**src/rtl/enigma_pkg.sv**
```systemverilog
// Shared definitions for the three-rotor Enigma step controller.
//   - letter constants A..Z and the alphabet size
//   - controller state encoding
//   - default notch positions and rotor wiring configs
//   - lookup-mode encodings ({reflect, inverse})
//   - position increment helper with 25 -> 0 wrap
package enigma_pkg;

  localparam int LETTERS = 26;

  localparam logic [4:0] LTR_A = 5'd0;
  localparam logic [4:0] LTR_B = 5'd1;
  localparam logic [4:0] LTR_C = 5'd2;
  localparam logic [4:0] LTR_D = 5'd3;
  localparam logic [4:0] LTR_E = 5'd4;
  localparam logic [4:0] LTR_F = 5'd5;
  localparam logic [4:0] LTR_G = 5'd6;
  localparam logic [4:0] LTR_H = 5'd7;
  localparam logic [4:0] LTR_I = 5'd8;
  localparam logic [4:0] LTR_J = 5'd9;
  localparam logic [4:0] LTR_K = 5'd10;
  localparam logic [4:0] LTR_L = 5'd11;
  localparam logic [4:0] LTR_M = 5'd12;
  localparam logic [4:0] LTR_N = 5'd13;
  localparam logic [4:0] LTR_O = 5'd14;
  localparam logic [4:0] LTR_P = 5'd15;
  localparam logic [4:0] LTR_Q = 5'd16;
  localparam logic [4:0] LTR_R = 5'd17;
  localparam logic [4:0] LTR_S = 5'd18;
  localparam logic [4:0] LTR_T = 5'd19;
  localparam logic [4:0] LTR_U = 5'd20;
  localparam logic [4:0] LTR_V = 5'd21;
  localparam logic [4:0] LTR_W = 5'd22;
  localparam logic [4:0] LTR_X = 5'd23;
  localparam logic [4:0] LTR_Y = 5'd24;
  localparam logic [4:0] LTR_Z = 5'd25;

  typedef enum logic [3:0] {
    ST_IDLE,
    ST_STEP,
    ST_FWD_R,
    ST_FWD_M,
    ST_FWD_L,
    ST_REFL,
    ST_INV_L,
    ST_INV_M,
    ST_INV_R,
    ST_DONE
  } state_t;

  localparam int NOTCH_R_DEFAULT = 21;  // V
  localparam int NOTCH_M_DEFAULT = 4;   // E

  localparam logic [1:0] CFG_ROTOR_I   = 2'd0;
  localparam logic [1:0] CFG_ROTOR_II  = 2'd1;
  localparam logic [1:0] CFG_ROTOR_III = 2'd2;

  // {reflect, inverse}
  localparam logic [1:0] LUT_MODE_FWD  = 2'b00;
  localparam logic [1:0] LUT_MODE_INV  = 2'b01;
  localparam logic [1:0] LUT_MODE_REFL = 2'b10;

  function automatic logic [4:0] inc26(input logic [4:0] p);
    return (p >= LTR_Z) ? LTR_A : p + 5'd1;
  endfunction

endpackage

```
**src/rtl/mod26_offset.sv**
```systemverilog
// Modulo-26 offset unit: y = (a + b) mod 26 when sub=0, (a - b) mod 26 when sub=1.
// Ports:
//   a   in  5  letter (0..25)
//   b   in  5  rotor offset (0..25)
//   sub in  1  select subtraction
//   y   out 5  result (0..25)
module mod26_offset
  import enigma_pkg::*;
(
  input  logic [4:0] a,
  input  logic [4:0] b,
  input  logic       sub,
  output logic [4:0] y
);

  logic [5:0] raw;

  // Subtraction is biased by +26 so one conditional subtract covers both cases.
  always_comb begin
    if (sub) raw = {1'b0, a} + 6'(LETTERS) - {1'b0, b};
    else     raw = {1'b0, a} + {1'b0, b};
    if (raw >= 6'(LETTERS)) y = 5'(raw - 6'(LETTERS));
    else                    y = raw[4:0];
  end

endmodule

```
**src/rtl/enigma_step_ctrl.sv**
```systemverilog
// Three-rotor Enigma sequencing controller. Accepts a plaintext letter,
// ratchet-steps the rotors (with double step), then walks the shared wiring
// lookup through seven passes and presents the ciphertext.
// Ports:
//   clock, reset                    clock, synchronous active-high reset
//   key_valid/key_ready/key_letter  plaintext handshake
//   load_en, load_l/m/r             rotor start positions (IDLE only)
//   pos_l/m/r                       current rotor positions
//   lut_cfg/reflect/inverse/in      drive to the shared wiring lookup
//   lut_out                         lookup result, same cycle
//   out_valid/out_ready/out_letter  ciphertext handshake
//   busy                            not IDLE
//
// state    | meaning
// ---------+----------------------------------------------
// IDLE     | waiting for a key or a position load
// STEP     | ratchet rotors using pre-step positions
// FWD_R    | right rotor, forward
// FWD_M    | middle rotor, forward
// FWD_L    | left rotor, forward
// REFL     | reflector B
// INV_L    | left rotor, inverse
// INV_M    | middle rotor, inverse
// INV_R    | right rotor, inverse
// DONE     | ciphertext held until out_ready
module enigma_step_ctrl
  import enigma_pkg::*;
#(
  parameter int         NOTCH_R = NOTCH_R_DEFAULT,
  parameter int         NOTCH_M = NOTCH_M_DEFAULT,
  parameter logic [1:0] CFG_L   = CFG_ROTOR_I,
  parameter logic [1:0] CFG_M   = CFG_ROTOR_II,
  parameter logic [1:0] CFG_R   = CFG_ROTOR_III
) (
  input  logic       clock,
  input  logic       reset,
  input  logic       key_valid,
  output logic       key_ready,
  input  logic [4:0] key_letter,
  input  logic       load_en,
  input  logic [4:0] load_l,
  input  logic [4:0] load_m,
  input  logic [4:0] load_r,
  output logic [4:0] pos_l,
  output logic [4:0] pos_m,
  output logic [4:0] pos_r,
  output logic [1:0] lut_cfg,
  output logic       lut_reflect,
  output logic       lut_inverse,
  output logic [4:0] lut_in,
  input  logic [4:0] lut_out,
  output logic       out_valid,
  input  logic       out_ready,
  output logic [4:0] out_letter,
  output logic       busy
);

  state_t     state_q, state_d;
  logic [4:0] w_q;
  logic [4:0] pos_l_q, pos_m_q, pos_r_q;

  logic       lookup_active;
  logic [1:0] lut_mode;
  logic [1:0] stage_cfg;
  logic [4:0] stage_off;
  logic [4:0] add_y;
  logic [4:0] w_stage;
  logic       key_take;

  assign key_take = (state_q == ST_IDLE) && !load_en && key_valid;

  always_ff @(posedge clock) begin
    if (reset) state_q <= ST_IDLE;
    else       state_q <= state_d;
  end

  always_comb begin
    state_d       = state_q;
    lookup_active = 1'b0;
    lut_mode      = LUT_MODE_FWD;
    stage_cfg     = 2'd0;
    stage_off     = 5'd0;
    unique case (state_q)
      ST_IDLE: if (key_take && key_letter <= LTR_Z) state_d = ST_STEP;
      ST_STEP: state_d = ST_FWD_R;
      ST_FWD_R: begin
        lookup_active = 1'b1;
        stage_cfg     = CFG_R;
        stage_off     = pos_r_q;
        state_d       = ST_FWD_M;
      end
      ST_FWD_M: begin
        lookup_active = 1'b1;
        stage_cfg     = CFG_M;
        stage_off     = pos_m_q;
        state_d       = ST_FWD_L;
      end
      ST_FWD_L: begin
        lookup_active = 1'b1;
        stage_cfg     = CFG_L;
        stage_off     = pos_l_q;
        state_d       = ST_REFL;
      end
      // Zero offset makes the shared offset path pass w and lut_out through.
      ST_REFL: begin
        lookup_active = 1'b1;
        lut_mode      = LUT_MODE_REFL;
        state_d       = ST_INV_L;
      end
      ST_INV_L: begin
        lookup_active = 1'b1;
        lut_mode      = LUT_MODE_INV;
        stage_cfg     = CFG_L;
        stage_off     = pos_l_q;
        state_d       = ST_INV_M;
      end
      ST_INV_M: begin
        lookup_active = 1'b1;
        lut_mode      = LUT_MODE_INV;
        stage_cfg     = CFG_M;
        stage_off     = pos_m_q;
        state_d       = ST_INV_R;
      end
      ST_INV_R: begin
        lookup_active = 1'b1;
        lut_mode      = LUT_MODE_INV;
        stage_cfg     = CFG_R;
        stage_off     = pos_r_q;
        state_d       = ST_DONE;
      end
      ST_DONE: if (out_ready) state_d = ST_IDLE;
      default: state_d = ST_IDLE;
    endcase
  end

  // Entry side: letter shifted into the rotor's frame.
  mod26_offset u_off_in (
    .a   (w_q),
    .b   (stage_off),
    .sub (1'b0),
    .y   (add_y)
  );

  // Exit side: lookup result shifted back out of the rotor's frame.
  mod26_offset u_off_out (
    .a   (lut_out),
    .b   (stage_off),
    .sub (1'b1),
    .y   (w_stage)
  );

  always_ff @(posedge clock) begin
    if (reset) begin
      w_q     <= 5'd0;
      pos_l_q <= 5'd0;
      pos_m_q <= 5'd0;
      pos_r_q <= 5'd0;
    end else begin
      unique case (state_q)
        ST_IDLE: begin
          if (load_en) begin
            pos_l_q <= (load_l > LTR_Z) ? 5'd0 : load_l;
            pos_m_q <= (load_m > LTR_Z) ? 5'd0 : load_m;
            pos_r_q <= (load_r > LTR_Z) ? 5'd0 : load_r;
          end else if (key_take && key_letter <= LTR_Z) begin
            w_q <= key_letter;
          end
        end
        ST_STEP: begin
          pos_r_q <= inc26(pos_r_q);
          if (pos_r_q == 5'(NOTCH_R) || pos_m_q == 5'(NOTCH_M))
            pos_m_q <= inc26(pos_m_q);
          // Middle rotor at its notch also carries the left rotor (double step).
          if (pos_m_q == 5'(NOTCH_M))
            pos_l_q <= inc26(pos_l_q);
        end
        default: if (lookup_active) w_q <= w_stage;
      endcase
    end
  end

  assign key_ready   = (state_q == ST_IDLE) && !load_en;
  assign busy        = (state_q != ST_IDLE);
  assign out_valid   = (state_q == ST_DONE);
  assign out_letter  = w_q;
  assign pos_l       = pos_l_q;
  assign pos_m       = pos_m_q;
  assign pos_r       = pos_r_q;
  assign lut_cfg     = stage_cfg;
  assign lut_reflect = lut_mode[1];
  assign lut_inverse = lut_mode[0];
  assign lut_in      = lookup_active ? add_y : 5'd0;

endmodule

```
**config.mk**
```make
export PLATFORM = sky130hd
export DESIGN_NAME = enigma_step_ctrl
export DESIGN_NICKNAME = d
export VERILOG_FILES = /design/src/rtl/enigma_pkg.sv /design/src/rtl/mod26_offset.sv /design/src/rtl/enigma_step_ctrl.sv
export SDC_FILE = /design/constraint.sdc
export NUM_CORES = 1
export LEC_CHECK = 0
export BUFFER_PORTS_ARGS = -buffer_cell sky130_fd_sc_hd__buf_2
export CORE_MARGIN = 10
export CORE_UTILIZATION = 55
export CTS_BUF_LIST = sky130_fd_sc_hd__clkbuf_8
export DETAILED_ROUTE_END_ITERATION = 7
export PLACE_DENSITY_LB_ADDON = 0.25
export REMOVE_ABC_BUFFERS = 1
export SETUP_SLACK_MARGIN = 0.2
export SLEW_MARGIN = 15
export SYNTH_ARGS = -nofsm -noshare
export SYNTH_HDL_FRONTEND = slang
export SYNTH_SLANG_ARGS = --single-unit
```
**constraint.sdc**
```tcl
create_clock -name clock -period 5.5 [get_ports clock]
set_input_delay 0.825 -clock clock [delete_from_list [all_inputs] [get_ports clock]]
set_output_delay 0.825 -clock clock [all_outputs]
set_load 0.01 [all_outputs]
```
# Word level (Yosys, flattened, before mapping)
# Cells that the tools add are included.
# totals
reg_bits	24
input_bits	30
output_inout_bits	32
# classes
add_sub_neg	8
magnitude_cmp	9
n_eq_ne	17
mux	28
n_bitwise	1
n_reduce_logical	19
# ops
op	n
$mux 5	17
$pmux 4 s10	1
$pmux 5 s2	4
$eq 4x3->1 const B	4
$add 5x1->5 const B	3
$ge 5x5->1 const B	3
$gt 5x5->1 const B	3
$pmux 5 s3	1
$ge 6x5->1 const B	2
$sub 5x5->5 const B	2
$eq 4x2->1 const B	2
$eq 4x4->1 const B	2
$mux 4	2
$ne 2x2->1 const B	4
$pmux 2 s2	2
$reduce_or 7->1	1
$add 5x5->6	1
$add 5x5->6 const B	1
$reduce_and 3->1	2
$reduce_or 2->1	3
$sub 6x5->6	1
$eq 5x3->1 const B	1
$eq 5x5->1 const B	1
$le 5x5->1 const B	1
other kinds (13)	18

# Longest topological paths before layout
# Gate-level depths: netlist (run 1).
# logic_depth
word_depth	8
depth_mapped	16

# By module
# Synthesis (run 1) repeated with hierarchy kept, for this count alone.
# hier_totals
hier_cells	392
area_unflattened_um2	3069.2
# modules_own_cells
mod	instances	cells_per_inst	area_each_um2	seq_area_each_um2
enigma_step_ctrl	1	225	1798.0	480.5
mod26_offset at u_off_out	1	84	644.4	0.0
mod26_offset at u_off_in	1	83	626.9	0.0

# Least setup slack after synthesis (run 1)
# Ideal clock, no wire load.
# synth_path
path_kind	reg2out
startpoint	register state_q[0]
endpoint	output lut_in[4]
t_arrival_ns	3.236
t_required_ns	4.675
setup_slack_ns	1.439
stages_incl_launch_ff	15
cell_sequence	dfxtp_1 > buf_2 > clkbuf_1 > nor3_1 > nand2_1 > nand2_1 > ha_1 > inv_1 > fa_1 > xor2_1 > and2_1 > or3_1 > mux2i_1 > nand4_1 > a21oi_1
# synth_via
elab_chain_cells	7
word_cells_on_any_way	18
# synth_rtl
item	line	source
start, declared	enigma_step_ctrl.sv:58	state_t state_q, state_d;
start signal, assigned	enigma_step_ctrl.sv:74	else state_q <= state_d;
$eq 4x4->1, or another cell as far along	enigma_step_ctrl.sv:83	unique case (state_q)
$reduce_or 2->1 (no line)	-	
$pmux 5 s3	enigma_step_ctrl.sv:83	
$add 5x5->6	mod26_offset.sv:21	else raw = {1'b0, a} + {1'b0, b};
$sub 5x5->5 / $ge 6x5->1 (equally long branches)	mod26_offset.sv:22	if (raw >= 6'(LETTERS)) y = 5'(raw - 6'(LETTERS));
$mux 5	mod26_offset.sv:22	
$mux 5 (*)	enigma_step_ctrl.sv:192	assign lut_in = lookup_active ? add_y : 5'd0;
end, declared	enigma_step_ctrl.sv:50	output logic [4:0] lut_in,
# Every way passes the cells marked *; elsewhere a longest branch is shown, timed or not.

# Worst setup path in the final report (run 1)
# layout_path
startpoint	register state_q[0]
endpoint	output lut_in[3]
# The elaborated chain is that of the path after synthesis.

==> flow_summary.toml, run 1 <==
[worst_setup_path]
worst_r2r_endpoint = "out_letter[4]"
crit_start = "state_q[0]"
crit_path_max_fanout = 19
crit_path_end_kind = "primary output"
cp.required_ns = 4.68
r2r-start = "state_q[0]"
endpoint = "lut_in[3]"
critPathArrivalTime_ns = 3.95
rr_worst_depth = 15
rrSetupSlack_ns = 1.48
worstSetupStartpointType = "flop"
crit_type = "reg -> out"

[sta]
worst-slew-pin-transition_ns = 0.732
setup_tns_ns = 0
fin_crit_ns = 4.78
hold_viol = 0
fmax_mhz = 209
finalSetupViolCount = 0
setup_ws_ns = 0.720
fin_skew_ns = 0.00407
rsz0062_at_grt = "false"
max_slew_margin_pct = 50.9
period_share_pct = 86.9
drv_slew = 0

[placement]
pre_cts_slack_ns = 0.920
dp_cells = 425
globalplace.congestion = 0.878
hpwl_um = 5400
numPortBuffers = 61

[synthesis]
ys_seq_elements = 24
synth_cells = 324
synth_cell_type_count = 62
synth_seq_area_share_pct = 19.3
synth_warnings = 0
synth-edff-count = 0
syn-cell-area_um2 = 2490
synth_area_per_cell_um2 = 7.68
synth_top_flop_cell = "dfxtp_1"
postSynth.asyncResetShare_pct = 0

[finish]
fin_nets = 431
syn_to_final_growth_pct = 15.1
antenna_cells = 0
finalNonFillerCells = 429
n_fill_cell = 369
utilization_pct = 65.8
layout-drive-gt1-share_pct = 21.5

[job]
timing.max_cap.violations = 0

[global_route]
grt_busiest_layer = "met2"
grt_overflow = 0
grt_util_met1_pct = 22.9
grt_max_degree = 24
gr-usage-met2_pct = 30.2
grt_pass1_vias = 2609
grt_use_met3_pct = 5.52
grt.total_usage_pct = 18.5
grt_pass1_wl_um = 12000
antenna_found_initial = 0

[run_status]
status = "completed"

[die]
die_x_um = 87.3
core_area_um2 = 4350
die_h_um = 87.3
start_util_pct = 57.2
die-area_um2 = 7620
pin_count = 62
fp-row-count = 24

[min_path]
worstHoldPathType = "reg -> reg"
hp-start = "out_letter[4]"

[detailed_routing]
first_iter_violations = 116
drt_wl_total_um = 7030
avgRoutedWirePerCell_um = 16.4
dr_total_vias = 2724
drt_pass1_iterations = 5
remaining_drc_errors = 0
viasPerCell = 6.35
ant_nets = 0

[clocking]
cts.path.max_buffers = 2
cts_max_level = 1
post_cts_buffers = 0
clk_latency_ns = 0.27
clockRootBuffer = "clkbuf_8"
clk_pin_slew_ns = 0.09
clock_sink_count = 24
cts_tree = "built"
cts_buffers = 3

[power_and_ir_drop]
power.density_nw_per_um2 = 531
total_power_mw = 1.52
vdd_drop_max_mv = 0.266
power.leakage_nw = 1.29
-- logic make-up after synthesis --
family,share of synthesized area (%)
adder cells (fa/ha/maj),12.2
buffers and inverters,5.83
multiplexers,0.804
flip-flops,19.3
AO/OA/AOI/OAI,30.2
AND/OR/NAND/NOR,27.2
XOR/XNOR,4.52
-- cells in the final DEF, fill, tap and decap left out, types with 3 or more instances in the layout --
| cell | count |
|---|---|
| and3_1 | 4 |
| dfxtp_1 | 23 |
| xor2_1 | 7 |
| nor4_1 | 4 |
| a32oi_1 | 3 |
| xnor2_1 | 4 |
| nor2_1 | 27 |
| o221ai_1 | 3 |
| ha_1 | 21 |
| buf_2 | 61 |
| inv_1 | 20 |
| a21o_1 | 6 |
| nand2_1 | 24 |
| a31oi_1 | 7 |
| a22oi_1 | 7 |
| a211oi_1 | 5 |
| nor3_1 | 6 |
| a221oi_1 | 4 |
| o211ai_1 | 5 |
| nand2b_1 | 6 |
| o21ai_0 | 30 |
| and2_1 | 5 |
| nand3b_1 | 5 |
| a21oi_1 | 16 |
| clkbuf_8 | 3 |
| nand3_1 | 16 |
| nand4b_1 | 5 |
-- worst max-delay path: stages (launching register included) --
cell and delay (ns):
dfxtp_1 0.74, nand2_1 0.18, nor2_1 0.32, a22oi_1 0.11, nand2_1 0.12, ha_1 0.17, inv_1 0.06, fa_1 0.40
xor2_1 0.18, and2_1 0.18, or3_1 0.31, mux2i_1 0.43, a311o_1 0.25, a31oi_1 0.07, buf_2 0.15
-- how the worst min path moves through the flow --
stage / endpoint / cells after the start
2_1_floorplan: out_letter[0] / 2
3_3_place_gp: out_letter[4] / 2
3_5_place_dp: out_letter[4] / 2
4_1_cts: out_letter[4] / 2
5_1_grt: out_letter[4] / 2
6_report: out_letter[4] / 2
-- power breakdown --
part | switching, mW | internal, mW
clock network | 0.0596 | 0.0973
logic | 0.573 | 0.416
registers | 0.140 | 0.234
-- per-layer routing --
layer / routed length, µm / up-vias
met1: 3010 / 1270
met4: 97 / 0
met5: 0 / -
met3: 573 / 14
met2: 3350 / 109
li1: - / 1331
-- layout make-up --
class | count | area, µm² | area share, %
well taps | 52 | 65.1 | 2.27
repair buffers | 61 | 305 | 10.7
clock inverters | 1 | 30.0 | 1.05
clock buffers | 3 | 41.3 | 1.44
flip-flops and latches | 24 | 482 | 16.8
multi-input cells | 267 | 1860 | 65.0
inverters | 21 | 78.8 | 2.75
-- through the flow --
stage	cell area [µm²]	hold WS, ns
detailed placement	2790	0.476
global route	2870	0.500
global placement	2790	0.470
finish	2870	0.495
floorplan	2420	0.486
CTS	2860	0.490
-- synth_stat cells (5+ instances only) --
cell | n | share of area [%]
a211oi_1 | 5 | 1.5
a21o_1 | 6 | 1.8
a21oi_1 | 16 | 3.2
a22oi_1 | 7 | 2.1
a31oi_1 | 7 | 1.8
and2_1 | 5 | 1.3
clkbuf_1 | 5 | 0.75
dfxtp_1 | 24 | 19
ha_1 | 21 | 11
inv_1 | 20 | 3.0
nand2_1 | 24 | 3.6
nand2b_1 | 6 | 1.5
nand3_1 | 16 | 3.2
nand3b_1 | 5 | 1.5
nand4b_1 | 5 | 1.8
nor2_1 | 27 | 4.1
nor3_1 | 6 | 1.2
o211ai_1 | 5 | 1.5
o21ai_0 | 30 | 6.0
xor2_1 | 7 | 2.5
-- state kept, by name (all words and copies together), names as in the netlist --
register    count
out_letter      5
pos_l           5
pos_m           5
pos_r           5
state_q         4
-- what timing repair did --
action,in CTS,in global routing
endpoints found under the hold margin,0,0
setup endpoints to repair,0,2
hold buffers,0,0
gates resized for setup,0,1
No activity file was read; power rests on OpenSTA's default activity.
==> run 2, diff against run 1 <==
Settings changed: SYNTH_HIERARCHICAL set to 1.
==> run 2 against run 1 <==
Via count increased by 18%. Largest cell class unchanged. Critical path type unchanged. Core utilization shrank 1.9 points. Clock-buffer cell count stayed put. Synthesized cell count is 21% higher. Area after synthesis rose by 23%. Total power down 21%. Worst hold slack better by 0.10 ns. Final cell count is 22% higher.
==> flow_summary.toml, run 2 <==
[sta]
hold_viol = 0
worst-slew-pin-transition_ns = 0.789
fmax_mhz = 201
rsz0062_at_grt = "false"
period_share_pct = 90.2
setup_ws_ns = 0.537
drv_slew = 0
hold_ws_ns = 0.595
finalSetupViolCount = 0
max_slew_margin_pct = 46.9
fin_skew_ns = 0.00494
fin_crit_ns = 4.96
setup_tns_ns = 0

[placement]
place_area_um2 = 3420
pre_cts_slack_ns = 0.824
numPortBuffers = 61
globalplace.congestion = 0.905
dp_cells = 518
hpwl_um = 7010

[worst_setup_path]
worstPathCellList = "nand2_1 > nor2_1 > a22oi_1 > nand2_1 > ha_1 > inv_1 > fa_1 > or3_1 > and4_4 > or4_4 > a32oi_2 > mux2i_1 > and2_1 > buf_2"
crit_start = "state_q[0]"
cp.depth = 14
critPathBufInv = 2
r2r-start = "state_q[0]"
crit_slowest_cell = "dfxtp_1"
worst_r2r_endpoint = "out_letter[1]"
crit_type = "reg -> out"
cp_common_cell = "nand2_1"
rr_worst_depth = 15
slowest_delay_ns = 0.65
worstSetupStartpointType = "flop"
critPathArrivalTime_ns = 4.14
crit_path_end_kind = "primary output"
rrSetupSlack_ns = 1.25
cp.required_ns = 4.68
crit_family = "simple AND/OR/NAND/NOR gates"
crit_path_max_fanout = 15

[clocking]
cts_tree = "built"
cts_buffers = 3
cts.path.max_buffers = 2
ctsHoldBuffers = 0
clock_sink_count = 24
clockRootBuffer = "clkbuf_8"
clk_latency_ns = 0.28
cts_max_level = 1
clk_pin_slew_ns = 0.10

[run_status]
status = "completed"

[global_route]
gr-usage-met2_pct = 34.5
grt_overflow = 0
grt_util_met1_pct = 23.7
grt_pass1_wl_um = 14900
grt.total_usage_pct = 19.7
antenna_found_initial = 0
grt_max_degree = 30
grt_pass1_vias = 3265
grt_busiest_layer = "met2"
grt_use_met3_pct = 4.60

[synthesis]
synth_cell_type_count = 70
ys_seq_elements = 24
synth_top_flop_cell = "dfxtp_1"
synth_cells = 392
synth_area_per_cell_um2 = 7.83
postSynth.asyncResetShare_pct = 0
synth_top_area_share_pct = 15.7
synth-edff-count = 0
synth_seq_area_share_pct = 15.7
synth_largest_area_cell = "dfxtp_1"
synth_common_cells = "inv_1, ha_1, dfxtp_1, nor3_1, nand3_1"
syn-cell-area_um2 = 3070
synth_warnings = 6
yosysMostFrequentCell = "inv_1"
synthTopCellsByArea = "dfxtp_1, ha_1, inv_1"

[finish]
final_common_cell = "buf_2"
n_fill_cell = 517
finalNonFillerCells = 522
final_area_um2 = 3500
antenna_cells = 0
utilization_pct = 63.9
layout-drive-gt1-share_pct = 18.9
fin_nets = 522
multiInputGateArea_um2 = 2350
syn_to_final_growth_pct = 13.9
layout_common_cells = "buf_2, inv_1, ha_1, dfxtp_1, nor3_1"
ff_latch_area_um2 = 480

[power_and_ir_drop]
power.leakage_nw = 1.56
seqPwrFrac_pct = 24.3
vdd_drop_max_mv = 0.236
p_switching_uw = 570
combPwrFrac_pct = 62.3
internal_power_uw = 638
power.density_nw_per_um2 = 346
clkPwrFrac_pct = 13.4
total_power_mw = 1.21
netSwitchingFraction_pct = 47.2

[die]
start_util_pct = 56.1
die_x_um = 94.7
core_area_um2 = 5470
pin_count = 62
die-area_um2 = 8970
die_h_um = 94.7
fp-row-count = 27

[min_path]
holdPathStages = 2
worstHoldPathType = "reg -> reg"
hold_path_end = "pos_r[4]"
hp-start = "pos_r[4]"

[detailed_routing]
avgRoutedWirePerCell_um = 16.8
viasPerCell = 6.16
dr_total_vias = 3217
drt_wl_total_um = 8760
first_iter_violations = 157
remaining_drc_errors = 0
drt_pass1_iterations = 5
ant_nets = 0

[job]
timing.max_cap.violations = 0
## run 2: changes by cell type after synthesis, moves of 8 or more
cell     change
nor3_1      +18
nor2_1      -11
o21ai_0     -15
inv_1       +30
ha_1        +16
nand2_1      -8
## run 2: worst max-delay path by stage
stage               slack [ns]        end
floorplan                 1.07  lut_in[2]
global placement          0.99  lut_in[2]
detailed placement        0.82  lut_in[2]
CTS                       0.51  lut_in[2]
global route              0.24  lut_in[2]
finish                    0.54  lut_in[2]
## run 2: worst reg2reg max path: stages (launching register included)
cell and delay (ns):
dfxtp_1 0.65, nand2_1 0.16, nor2_1 0.32, a22oi_1 0.11, nand2_1 0.17, inv_1 0.07, ha_1 0.38, fa_1 0.49
xor2_1 0.18, a221oi_1 0.35, nand3_1 0.22, a32o_1 0.29, mux2_4 0.26, and2_0 0.13, a221oi_1 0.25, nor3_1 0.08
## run 2: cell type report
type	count	share of cell area [%]
inverter	51	5.47
multi-input combinational	309	67.2
tap	72	2.58
clock inverter	1	0.859
timing repair buffer	62	8.94
sequential	24	13.7
clock buffer	3	1.18
## run 2: metal layers
layer  vias to the layer above  share of wire (%)
li1                       1573                  -
met1                      1536                 44
met2                       102                 49
met3                         6                6.3
met4                         0               0.70
met5                         -                  0
## run 2: timing repair
action	in CTS	in global routing
setup buffers	0	0
setup endpoints to repair	0	2
resized for setup	0	1
## run 2: kinds of logic after synthesis
group           synth area share (%)
simple gates                    26.3
other cells                    0.245
xor+xnor                        2.28
compound gates                  27.3
flops                           15.7
mux                             2.12
fa+ha+maj                       17.7
buf+inv                         8.40
## run 2: power groups by stage
stage / sequential [mW] / clock [mW] / combinational (mW)
after floorplan: 0.292 / 0 / 0.530
after global placement: 0.294 / 0 / 0.718
after CTS: 0.291 / 0.163 / 0.747
final: 0.294 / 0.162 / 0.753
after detailed placement: 0.295 / 0 / 0.743
after global routing: 0.304 / 0.172 / 0.845
==> run 3, diff against run 2 <==
==> constraint.sdc (replaced) <==
create_clock -name clock -period 5.6 [get_ports clock]
set_input_delay 0.84 -clock clock [delete_from_list [all_inputs] [get_ports clock]]
set_output_delay 0.84 -clock clock [all_outputs]
set_load 0.05 [all_outputs]
==> run 3 against run 2 <==
Die area is the same. Total power grew 12%. Setup slack worse by 0.095 ns. Clock-buffer cell count did not move. Critical path depth is the same.
==> flow_summary.toml, run 3 (synthesis results as in run 2) <==
[clocking]
cts.path.max_buffers = 2
clock_sink_count = 24
cts_resized = 0
clk_latency_ns = 0.28
cts_max_level = 1
post_cts_buffers = 0
cts_buffers = 3
clk_pin_slew_ns = 0.10
cts_tree = "built"
clockRootBuffer = "clkbuf_8"
ctsHoldBuffers = 0

[sta]
worst-slew-pin-transition_ns = 0.744
fin_skew_ns = 0.00700
hold_viol = 0
fin_crit_ns = 5.16
max_slew_margin_pct = 50.0
drv_slew = 0
fmax_mhz = 194
finalSetupViolCount = 0
period_share_pct = 92.1
rsz0062_at_grt = "false"
setup_tns_ns = 0
hold_ws_ns = 0.604

[detailed_routing]
viasPerCell = 6.21
first_iter_violations = 120
drt_wl_total_um = 8730
drt_pass1_iterations = 5
dr_total_vias = 3244
ant_nets = 0
remaining_drc_errors = 0
avgRoutedWirePerCell_um = 16.7

[finish]
fin_nets = 522
antenna_cells = 0
layout-drive-gt1-share_pct = 18.9
layout_common_cells = "buf_2, inv_1, ha_1, dfxtp_1, nor3_1"
final_common_cell = "buf_2"
syn_to_final_growth_pct = 13.9
utilization_pct = 63.9

[worst_setup_path]
crit_path_max_fanout = 15
crit_type = "reg -> out"
worstSetupStartpointType = "flop"
rr_worst_depth = 15
endpoint = "lut_in[2]"
crit_start = "state_q[0]"
r2r-start = "state_q[0]"
cp.required_ns = 4.76
crit_path_end_kind = "primary output"
critPathArrivalTime_ns = 4.32
rrSetupSlack_ns = 1.26
worst_r2r_endpoint = "out_letter[1]"

[global_route]
grt_pass1_vias = 3233
grt_max_degree = 30
grt_overflow = 0
antenna_found_initial = 0
grt_pass1_wl_um = 14800
grt.total_usage_pct = 19.7

[die]
die_x_um = 94.7
die-area_um2 = 8970
pin_count = 62
fp-row-count = 27
die_h_um = 94.7
start_util_pct = 56.1
core_area_um2 = 5470

[placement]
numPortBuffers = 61
globalplace.congestion = 0.904
hpwl_um = 6980

[job]
timing.max_cap.violations = 0

[power_and_ir_drop]
power.leakage_nw = 1.56
power.density_nw_per_um2 = 385
vdd_drop_max_mv = 0.234

[run_status]
status = "completed"

[min_path]
worstHoldPathType = "reg -> reg"
==> run 3: layout make-up <==
class / count / area (µm²)
Multi-Input combinational cell: 309 / 2350
Sequential cell: 24 / 480
Clock inverter: 1 / 30.0
Tap cell: 72 / 90.1
Timing Repair Buffer: 62 / 313
Inverter: 51 / 191
Clock buffer: 3 / 41.3
Fill cell: 522 / 1980
==> run 3: worst max-delay path: stages (launching register included) <==
cell and delay (ns):
dfxtp_1 0.66, nand2_1 0.17, nor2_1 0.35, a22oi_1 0.13
nand2_1 0.17, ha_1 0.19, inv_1 0.06, fa_1 0.39
or3_1 0.34, and4_4 0.20, or4_4 0.52, a32oi_2 0.27
mux2i_1 0.21, and2_1 0.13, buf_2 0.26
==> run 3: how the worst min path moves through the flow <==
stage / start / end / slack [ns] / depth (start not counted)
after floorplan: state_q[2] / state_q[2] / 0.62 / 2
after global placement: pos_l[4] / pos_l[4] / 0.57 / 2
after detailed placement: pos_r[4] / pos_r[4] / 0.58 / 2
after CTS: pos_r[4] / pos_r[4] / 0.60 / 2
after global routing: pos_r[4] / pos_r[4] / 0.62 / 2
final: pos_m[4] / pos_m[4] / 0.60 / 2
==> run 3: routing by layer <==
metal | routed length, µm | part of all wire, % | GRT usage [%]
met1 | 3730 | 43 | 23.2
met2 | 4220 | 48 | 35.0
met3 | 627 | 7.2 | 4.52
met4 | 146 | 1.7 | 5.11
met5 | 0 | 0 | 0
==> run 3: where the power goes <==
part           leakage [nW]  internal, mW  switching [mW]
logic                  1.33         0.321           0.574
registers             0.197         0.211          0.0785
clock network        0.0357        0.0958          0.0680
total                  1.56         0.627           0.720
==> run 3: stage by stage <==
stage | total power [mW] | instances | setup WS, ns | area, µm²
finish | 1.35 | 522 | 0.442 | 3500
global route | 1.45 | 522 | 0.228 | 3500
CTS | 1.34 | 522 | 0.469 | 3490
detailed placement | 1.17 | 518 | 0.798 | 3420
global placement | 1.15 | 518 | 0.943 | 3420
floorplan | 0.967 | 384 | 0.0615 | 3020
